## src/rtl/ram_loader_pkg.sv

```systemverilog
// Shared types and default widths for the boot-time RAM loader.
package ram_loader_pkg;

  localparam int LOADER_ADDR_W = 14;
  localparam int LOADER_DATA_W = 16;

  typedef enum logic [3:0] {
    IDLE,
    LEN_HI,
    LEN_LO,
    DATA_HI,
    DATA_LO,
    WRITE,
    SUM_HI,
    SUM_LO,
    DONE
  } state_t;

endpackage

```

## src/rtl/ram_loader_byte_pair_assembler.sv

```systemverilog
// Joins a held high byte with the current low byte into one big-endian word.
module byte_pair_assembler
  import ram_loader_pkg::*;
#(
  parameter int DATA_W = LOADER_DATA_W
) (
  input  logic              clk,
  input  logic              reset,
  input  logic [7:0]        byte_in,
  input  logic              take_hi,
  input  logic              take_lo,
  output logic [DATA_W-1:0] word,
  output logic              word_valid
);

  logic [7:0] hi_q;
  logic [7:0] hi_d;

  always_comb begin
    hi_d = hi_q;
    if (take_hi) hi_d = byte_in;
  end

  always_ff @(posedge clk) begin
    if (reset) hi_q <= '0;
    else       hi_q <= hi_d;
  end

  // The word is combinational so the FSM can act on it in the same cycle.
  assign word       = DATA_W'({hi_q, byte_in});
  assign word_valid = take_lo;

endmodule

```

## src/rtl/ram_loader.sv

```systemverilog
// Framed byte-stream loader: LEN, N data words, SUM; writes words to RAM from
// address 0 and verifies the 16-bit additive checksum.
module ram_loader
  import ram_loader_pkg::*;
#(
  parameter int ADDR_W = LOADER_ADDR_W,
  parameter int DATA_W = LOADER_DATA_W
) (
  input  logic              clk,
  input  logic              reset,
  input  logic              start,
  input  logic [7:0]        byte_in,
  input  logic              byte_valid,
  output logic              byte_ready,
  output logic              busy,
  output logic              done,
  output logic              error,
  output logic [ADDR_W:0]   words_written,
  output logic [ADDR_W-1:0] ram_address,
  output logic [DATA_W-1:0] ram_in_value,
  output logic              ram_load
);

  localparam logic [31:0] MAX_LEN = 32'd1 << ADDR_W;

  state_t            state_q, state_d;
  logic [ADDR_W-1:0] addr_q, addr_d;
  logic [DATA_W-1:0] data_q, data_d;
  logic [ADDR_W:0]   count_q, count_d;
  logic [ADDR_W:0]   len_q, len_d;
  logic [DATA_W-1:0] sum_q, sum_d;
  logic              error_q, error_d;

  logic              fire;
  logic              take_hi;
  logic              take_lo;
  logic [DATA_W-1:0] asm_word;
  logic              asm_valid;

  assign byte_ready = state_q inside {LEN_HI, LEN_LO, DATA_HI, DATA_LO, SUM_HI, SUM_LO};
  assign fire       = byte_valid && byte_ready;
  assign take_hi    = fire && (state_q inside {LEN_HI, DATA_HI, SUM_HI});
  assign take_lo    = fire && (state_q inside {LEN_LO, DATA_LO, SUM_LO});

  byte_pair_assembler #(.DATA_W(DATA_W)) u_asm (
    .clk        (clk),
    .reset      (reset),
    .byte_in    (byte_in),
    .take_hi    (take_hi),
    .take_lo    (take_lo),
    .word       (asm_word),
    .word_valid (asm_valid)
  );

  always_comb begin
    state_d = state_q;
    addr_d  = addr_q;
    data_d  = data_q;
    count_d = count_q;
    len_d   = len_q;
    sum_d   = sum_q;
    error_d = error_q;

    case (state_q)
      IDLE, DONE: begin
        if (start) begin
          state_d = LEN_HI;
          addr_d  = '0;
          count_d = '0;
          sum_d   = '0;
          error_d = 1'b0;
        end
      end
      LEN_HI:  if (fire) state_d = LEN_LO;
      LEN_LO: begin
        if (asm_valid) begin
          len_d = (ADDR_W+1)'(asm_word);
          if (asm_word == '0) begin
            state_d = SUM_HI;
          end else if (32'(asm_word) > MAX_LEN) begin
            error_d = 1'b1;
            state_d = DONE;
          end else begin
            state_d = DATA_HI;
          end
        end
      end
      DATA_HI: if (fire) state_d = DATA_LO;
      DATA_LO: begin
        if (asm_valid) begin
          data_d  = asm_word;
          state_d = WRITE;
        end
      end
      WRITE: begin
        sum_d   = sum_q + data_q;
        count_d = count_q + 1'b1;
        // Address only advances when another word follows, so it never wraps.
        if (count_d == len_q) begin
          state_d = SUM_HI;
        end else begin
          addr_d  = addr_q + 1'b1;
          state_d = DATA_HI;
        end
      end
      SUM_HI:  if (fire) state_d = SUM_LO;
      SUM_LO: begin
        if (asm_valid) begin
          error_d = (asm_word != sum_q);
          state_d = DONE;
        end
      end
      default: state_d = IDLE;
    endcase
  end

  always_ff @(posedge clk) begin
    if (reset) begin
      state_q <= IDLE;
      addr_q  <= '0;
      data_q  <= '0;
      count_q <= '0;
      len_q   <= '0;
      sum_q   <= '0;
      error_q <= 1'b0;
    end else begin
      state_q <= state_d;
      addr_q  <= addr_d;
      data_q  <= data_d;
      count_q <= count_d;
      len_q   <= len_d;
      sum_q   <= sum_d;
      error_q <= error_d;
    end
  end

  assign busy          = (state_q != IDLE) && (state_q != DONE);
  assign done          = (state_q == DONE);
  assign error         = error_q;
  assign words_written = count_q;
  assign ram_address   = addr_q;
  assign ram_in_value  = data_q;
  assign ram_load      = (state_q != WRITE);

endmodule

```

## config.mk

```make
export PLATFORM = sky130hd
export DESIGN_NAME = ram_loader
export DESIGN_NICKNAME = d
export VERILOG_FILES = /design/src/rtl/ram_loader_pkg.sv /design/src/rtl/ram_loader_byte_pair_assembler.sv /design/src/rtl/ram_loader.sv
export SDC_FILE = /design/constraint.sdc
export NUM_CORES = 1
export LEC_CHECK = 0
export CORE_MARGIN = 4
export CORE_UTILIZATION = 50
export DETAILED_ROUTE_END_ITERATION = 8
export PLACE_DENSITY_LB_ADDON = 0.08
export REMOVE_ABC_BUFFERS = 1
export SYNTH_ARGS = -nofsm -noshare
export SYNTH_HDL_FRONTEND = slang
export SYNTH_SLANG_ARGS = --single-unit
```

## constraint.sdc

```tcl
create_clock -name clk -period 2.5 [get_ports clk]
set_input_delay 0.375 -clock clk [delete_from_list [all_inputs] [get_ports clk]]
set_output_delay 0.375 -clock clk [all_outputs]
set_load 0.05 [all_outputs]
```

==> results of run 1 <==
kinds of logic (layout without fill, tap and decap cells):
kind of cell	count (synthesis)	in the layout
adder cells (fa/ha/maj)	18	18
buffers and inverters	41	134
XOR/XNOR	45	45
flip-flops	89	89
multiplexers	23	23
AO/OA/AOI/OAI	159	159
AND/OR/NAND/NOR	268	268
cells in the mapped netlist, types with 3 or more instances:
cell type  number
nand2_1        94
dfxtp_1        89
a21oi_1        69
nor2_1         56
xnor2_1        32
clkbuf_1       28
mux2i_1        23
o21ai_0        20
ha_1           17
a22oi_1        16
nand3_1        15
nand2b_1       14
nand4_1        14
xor2_1         13
and3_1         12
nor3_1         11
inv_1           7
or3_1           7
and2_1          6
a211oi_1        5
a21o_1          5
a32oi_1         5
nor2b_1         5
nor4_1          5
o211ai_1        5
nor3b_1         4
or2_2           4
buf_2           3
nand3b_1        3
nand4b_1        3
o2111ai_1       3
o21a_1          3
o22ai_1         3
power breakdown:
| part | internal, mW | switching (mW) |
|---|---|---|
| clock | 0.626 | 0.542 |
| sequential | 1.46 | 0.0788 |
| combinational | 0.297 | 0.503 |
| total | 2.39 | 1.12 |
worst paths after layout:
path / from / to / slack (ps)
max: words_written[0] / ram_address[4] / 6
min reg2reg: len_q[8] / len_q[8] / 470
min: reset / state_q[1] / 440
max reg2reg: words_written[0] / ram_address[4] / 6
cell type report:
cell class	instances	area, µm²	share of cell area, %
multi-input combinational	513	3360	51.2
clock buffer	11	151	2.31
inverter	8	30.0	0.458
tap	133	166	2.54
clock inverter	5	85.1	1.30
sequential	89	1790	27.3
timing repair buffer	110	975	14.9
cell usage in the layout (no fill, tap or decap), drive strengths merged, types with 16 or more instances in the layout:
master / instances
nand2: 95
dfxtp: 89
a21oi: 69
clkdlybuf4s50: 57
nor2: 56
buf: 52
xnor2: 32
mux2i: 23
o21ai: 22
ha: 17
a22oi: 16
per-stage QoR:
| step | cells | utilization (%) | instance area, µm² |
|---|---|---|---|
| 2_1_floorplan | 610 | - | 5040 |
| 3_3_place_gp | 852 | 62.3 | 6170 |
| 3_5_place_dp | 852 | 62.3 | 6170 |
| 4_1_cts | 868 | 65.3 | 6470 |
| 5_1_grt | 869 | 66.2 | 6560 |
| 6_report | 869 | 66.2 | 6560 |
timing repair:
item,CTS,global route
gates resized for setup,14,16
pin swaps,3,1
setup endpoints to repair,4,15
hold buffers,0,0
buffers inserted,0,1
state kept, by name (all words and copies together) (netlist names):
name and count:
sum_q 16, ram_in_value 16, words_written 15, state_q 4
u_asm.hi_q 8, ram_address 14, error 1, len_q 15
worst reg2reg max path: stages, from the launching register on:
cell	delay [ps]
dfxtp_2	360
ha_4	170
and4_4	260
nand3_4	90
xnor2_2	150
or4_4	510
or4_4	470
o2111ai_2	200
mux2i_1	210
routing by layer:
layer / up-vias / track usage, % / wire length [µm]
met5: - / 0 / 0
met4: 0 / 10.6 / 344
met3: 32 / 2.58 / 471
met2: 126 / 42.4 / 6980
met1: 2439 / 31.7 / 6330
li1: 2490 / - / -
==> qor.yml, run 1 <==
status:
  outcome: "finished, final reports clean"
power_and_ir_drop:
  leakagePower_nw: 2.52
  finalPower_mw: 3.51
  peakVddDrop_v: 0.000245
  powerDensity_nw_per_um2: 535
clock_network:
  cts-htree-levels: 3
  cts_root_buffer: "clkbuf_8"
  cts_made_buffers: 9
  cts.sinks: 89
  clk_pin_slew_worst_paths_ps: 100
  ctsLongestPathBuffers: 2
  cts_tree: "built"
  insertion_delay_ps: 350
synth:
  synth_area_per_cell_um2: 8.04
  ys_warn_count: 0
  postSynthCellCount: 643
  async_flop_share_pct: 0
  netlist_area_um2: 5170
  synth_top_family_by_area: "simple AND/OR/NAND/NOR gates"
  yosys.cell_types.count: 68
  synth-edff-count: 0
  netlist_top_cells_area: "dfxtp_1 (34%), nand2_1 (6.8%), a21oi_1 (6.7%), xnor2_1 (5.4%), mux2i_1 (4.5%)"
  synth_top_flop_cell: "dfxtp_1"
  synth-simple-area-share_pct: 26.2
  synth-xor-area-share_pct: 7.62
  yosys.area_share.adder_pct: 4.50
  yosysTopAreaCellShare_pct: 34.5
  ys_seq_area_share_pct: 34.5
  ys_ff_latch: 89
  muxShareOfSynthArea_pct: 4.45
  yosysTopAreaCell: "dfxtp_1"
  synth_compound_area_share_pct: 19.7
floorplanning:
  num_io_pins: 62
  die_h_um: 110
  rows: 36
  die_w_um: 110
  die_area_um2: 12000
  start_util_pct: 52.2
  core_area_um2: 9910
detailed_routing:
  viasPerCell: 5.85
  wl_per_cell_um: 16.3
  drt_iter0_markers: 273
  wirelength_um: 14100
  drt_first_pass_iters: 4
  ant_nets: 0
  post-route-drc-count: 0
  dr_total_vias: 5087
global_route:
  antenna_found_initial: 0
  grt_overflow: 0
  grt_first_pass_wirelength_um: 23900
  grt_max_degree: 38
  grt_pass1_vias: 5043
  grt_usage_pct: 24.8
timing:
  post-route-period-util_pct: 99.8
  slew_viol_final: 0
  fin_setup_tns_ps: 0
  slew_headroom_pct: 55.3
  max_freq_ghz: 0.401
  hold_viol: 0
  grt_setup_unrepaired: "yes"
  tightest_slew_ps: 670
  setup_viol: 0
  finClkSkew_ps: 13.9
  whs_ps: 440
  period_minus_slack_ps: 2490
  worst_slack_ps: 5.66
critical_path:
  cpPeakStageDelay_ps: 510
  worst_setup_path_end_kind: "register"
  cp_top_family: "simple AND/OR/NAND/NOR gates"
  cp.depth: 8
  crit_slowest_cell: "or4_4"
  cp-start-kind: "register"
  cp_common_cell: "or4_4"
  r2r_cells: 8
  path_max_fanout: 3
  cp_num_buf_inv: 0
  crit_arrival_ps: 2770
  crit_type: "register to register"
  cp_cell_sequence: "ha_4 -> and4_4 -> nand3_4 -> xnor2_2 -> or4_4 -> or4_4 -> o2111ai_2 -> mux2i_1"
  crit_required_ps: 2770
finish:
  drive_gt1_share_pct: 14.7
  final.fill_count: 881
  n_antenna_cell: 0
  layout.nets: 761
  area_growth_pct: 26.8
placed_design:
  globalplace.congestion: 0.888
  dp_hpwl_um: 10300
  post-place-ws_ps: -95.0
  port_buffers: 61
worst_hold_path:
  worstHoldPathType: "input port to register"
  holdPathStages: 2
job:
  maxCapViolations: 0
Note: power is estimated with default switching activity, not from simulation.
==> run 2: changes to the inputs <==
--- a/config.mk
+++ b/config.mk
@@ -5,11 +5,13 @@
 export SDC_FILE = /design/constraint.sdc
 export NUM_CORES = 1
 export LEC_CHECK = 0
+export ABC_CLOCK_PERIOD_IN_PS = 2500
 export CORE_MARGIN = 4
 export CORE_UTILIZATION = 50
 export DETAILED_ROUTE_END_ITERATION = 8
 export PLACE_DENSITY_LB_ADDON = 0.08
 export REMOVE_ABC_BUFFERS = 1
+export SKIP_CTS_REPAIR_TIMING = 1
 export SYNTH_ARGS = -nofsm -noshare
 export SYNTH_HDL_FRONTEND = slang
 export SYNTH_SLANG_ARGS = --single-unit
==> run 2 against run 1 <==
Compared with the run above: register-to-register slack worse by 30 ps; critical endpoint is now ram_address[0]; setup slack got worse by 28 ps; largest power group unchanged; the run now ends with setup timing left; cell area is 0.46% higher.
==> qor.yml, run 2 (synthesized netlist as in run 1, its figures left out) <==
power_and_ir_drop:
  p_int_mw: 2.39  # about the same
  p_comb_share_pct: 22.8  # about the same
  p_seq_share_pct: 43.8  # about the same
  finalPower_mw: 3.52  # +0.22%
  powerDensity_nw_per_um2: 534  # -0.24%
  peakVddDrop_v: 0.000245  # +0.23%
  switching_share_pct: 32.2  # +0.13 points
  switching_power_mw: 1.13  # +0.63%
  pwr-share-clk_pct: 33.4  # about the same
  leakagePower_nw: 2.53  # +0.31%
timing:
  grt_setup_unrepaired: "yes"
  max_freq_ghz: 0.397  # -1.1%
  tightest_slew_ps: 672  # +1.36 ps
  post-route-period-util_pct: 101  # +1.1 points
  worst_slack_ps: -21.9  # -27.5 ps
  slew_headroom_pct: 55.2  # -0.091 points
  setup_viol: 2  # +2
  slew_viol_final: 0  # unchanged
  period_minus_slack_ps: 2520  # +27.5 ps
  fin_setup_tns_ps: -30.5  # -30.5 ps
  hold_viol: 0  # unchanged
  finClkSkew_ps: 15.0  # +1.11 ps
placed_design:
  port_buffers: 61  # unchanged
  dp_hpwl_um: 10300  # unchanged
  dpl_cell_area_um2: 6170  # unchanged
  globalplace.congestion: 0.888  # unchanged
  dpl.cell_count: 852  # unchanged
detailed_routing:
  wl_per_cell_um: 16.5  # +1.2%
  dr_total_vias: 5117  # +0.59%
  drt_iter0_markers: 234  # -14%
  post-route-drc-count: 0  # unchanged
  viasPerCell: 5.88  # +0.47%
  ant_nets: 0  # unchanged
  wirelength_um: 14300  # +1.4%
  drt_first_pass_iters: 5  # +1
finish:
  final_cell_area_um2: 6590  # +0.46%
  final_cells: 870  # +0.12%
  final_common_cell: "nand2_1"
  layout.nets: 762  # +0.13%
  multi_input_area_um2: 3380  # +0.67%
  drive_gt1_share_pct: 14.9  # +0.25 points
  area_growth_pct: 27.4
  final-seq-area_um2: 1790  # unchanged
  n_antenna_cell: 0  # unchanged
  final.fill_count: 874  # -0.79%
  final_cell_mix: "nand2_1 (94), dfxtp_1 (83), a21oi_1 (68), clkdlybuf4s50_1 (57), nor2_1 (56)"
floorplanning:
  die_w_um: 110  # unchanged
  num_io_pins: 62  # unchanged
  core_area_um2: 9910  # unchanged
  rows: 36  # unchanged
  start_util_pct: 52.2  # unchanged
  die_area_um2: 12000  # unchanged
  die_h_um: 110  # unchanged
clock_network:
  ctsLongestPathBuffers: 2  # unchanged
  cts_root_buffer: "clkbuf_8"
  clk_pin_slew_worst_paths_ps: 100  # about the same
  insertion_delay_ps: 360  # about the same
  cts_made_buffers: 9  # unchanged
  cts.sinks: 89  # unchanged
  cts_tree: "built"
  cts-htree-levels: 3  # unchanged
status:
  failed_checks: "setup timing"
  outcome: "finished, violations left"
critical_path:
  path_max_fanout: 4  # +1
  regToRegSetupSlack_ps: -20  # -30 ps
  r2r_cells: 9  # +1
  r2r-start: "words_written[0]"
  crit_start: "words_written[0]"
  crit_required_ps: 2780  # about the same
  crit_type: "register to register"
  worst_setup_path_end_kind: "register"
  crit_arrival_ps: 2800  # +30 ps
  endpoint: "ram_address[0]"
  cp-start-kind: "register"
  reg2reg_to: "ram_address[0]"
global_route:
  use_met3_pct: 2.64  # +0.059 points
  gr-usage-met2_pct: 41.9  # -0.52 points
  grt_pass1_vias: 5018  # -0.50%
  grt_usage_pct: 24.7  # -0.13 points
  met1_usage_pct: 31.5  # -0.19 points
  top_usage_layer: "met2"
  grt_max_degree: 38  # unchanged
  antenna_found_initial: 0  # unchanged
  grt_overflow: 0  # unchanged
  grt_first_pass_wirelength_um: 23800  # -0.43%
worst_hold_path:
  worstHoldPathType: "input port to register"
job:
  maxCapViolations: 0  # unchanged
[run 2: worst max-delay path, cell delays in order (launching register included)]
cell and delay, ps:
dfxtp_2 350, ha_4 170, buf_6 130, and3_4 150, xnor2_2 190, nand4_1 130, or4_4 420, or4_4 460
o21ai_4 230, mux2i_1 200
[run 2: through the flow]
step,hold slack [ps],setup slack [ps],utilization [%]
6_report,439,-21.9,66.5
3_5_place_dp,463,-95.0,62.3
3_3_place_gp,452,-25.0,62.3
2_1_floorplan,442,-2250,-
4_1_cts,422,-131,64.7
5_1_grt,467,-99.5,66.5
[run 2: metal layers]
layer  wire length, µm  part of all wire, %
met5                 0                    0
met2              7120                   50
met3               448                  3.1
met1              6350                   44
met4               401                  2.8
[run 2: how the worst min path moves through the flow]
stage / from / endpoint / slack (ps) / cells past startpoint
global route: reset / state_q[1] / 470 / 2
CTS: reset / state_q[3] / 420 / 2
finish: reset / state_q[1] / 440 / 2
global placement: ram_address[13] / ram_address[13] / 450 / 2
detailed placement: len_q[8] / len_q[8] / 460 / 2
floorplan: len_q[12] / len_q[12] / 440 / 2
[run 2: power by group through the flow]
stage | combinational, mW | clock, mW | sequential [mW]
floorplan | 0.469 | 0 | 1.56
global placement | 0.765 | 0 | 1.57
detailed placement | 0.775 | 0 | 1.57
CTS | 0.779 | 1.19 | 1.54
global route | 0.877 | 1.25 | 1.55
finish | 0.801 | 1.17 | 1.54
[run 2: area by class of cell]
class                           count  share of cell area, %
Multi-Input combinational cell    513                   51.4
Sequential cell                    89                   27.2
Timing Repair Buffer              111                   14.9
Tap cell                          133                   2.53
Clock buffer                       11                   2.30
Clock inverter                      5                   1.29
Inverter                            8                  0.456
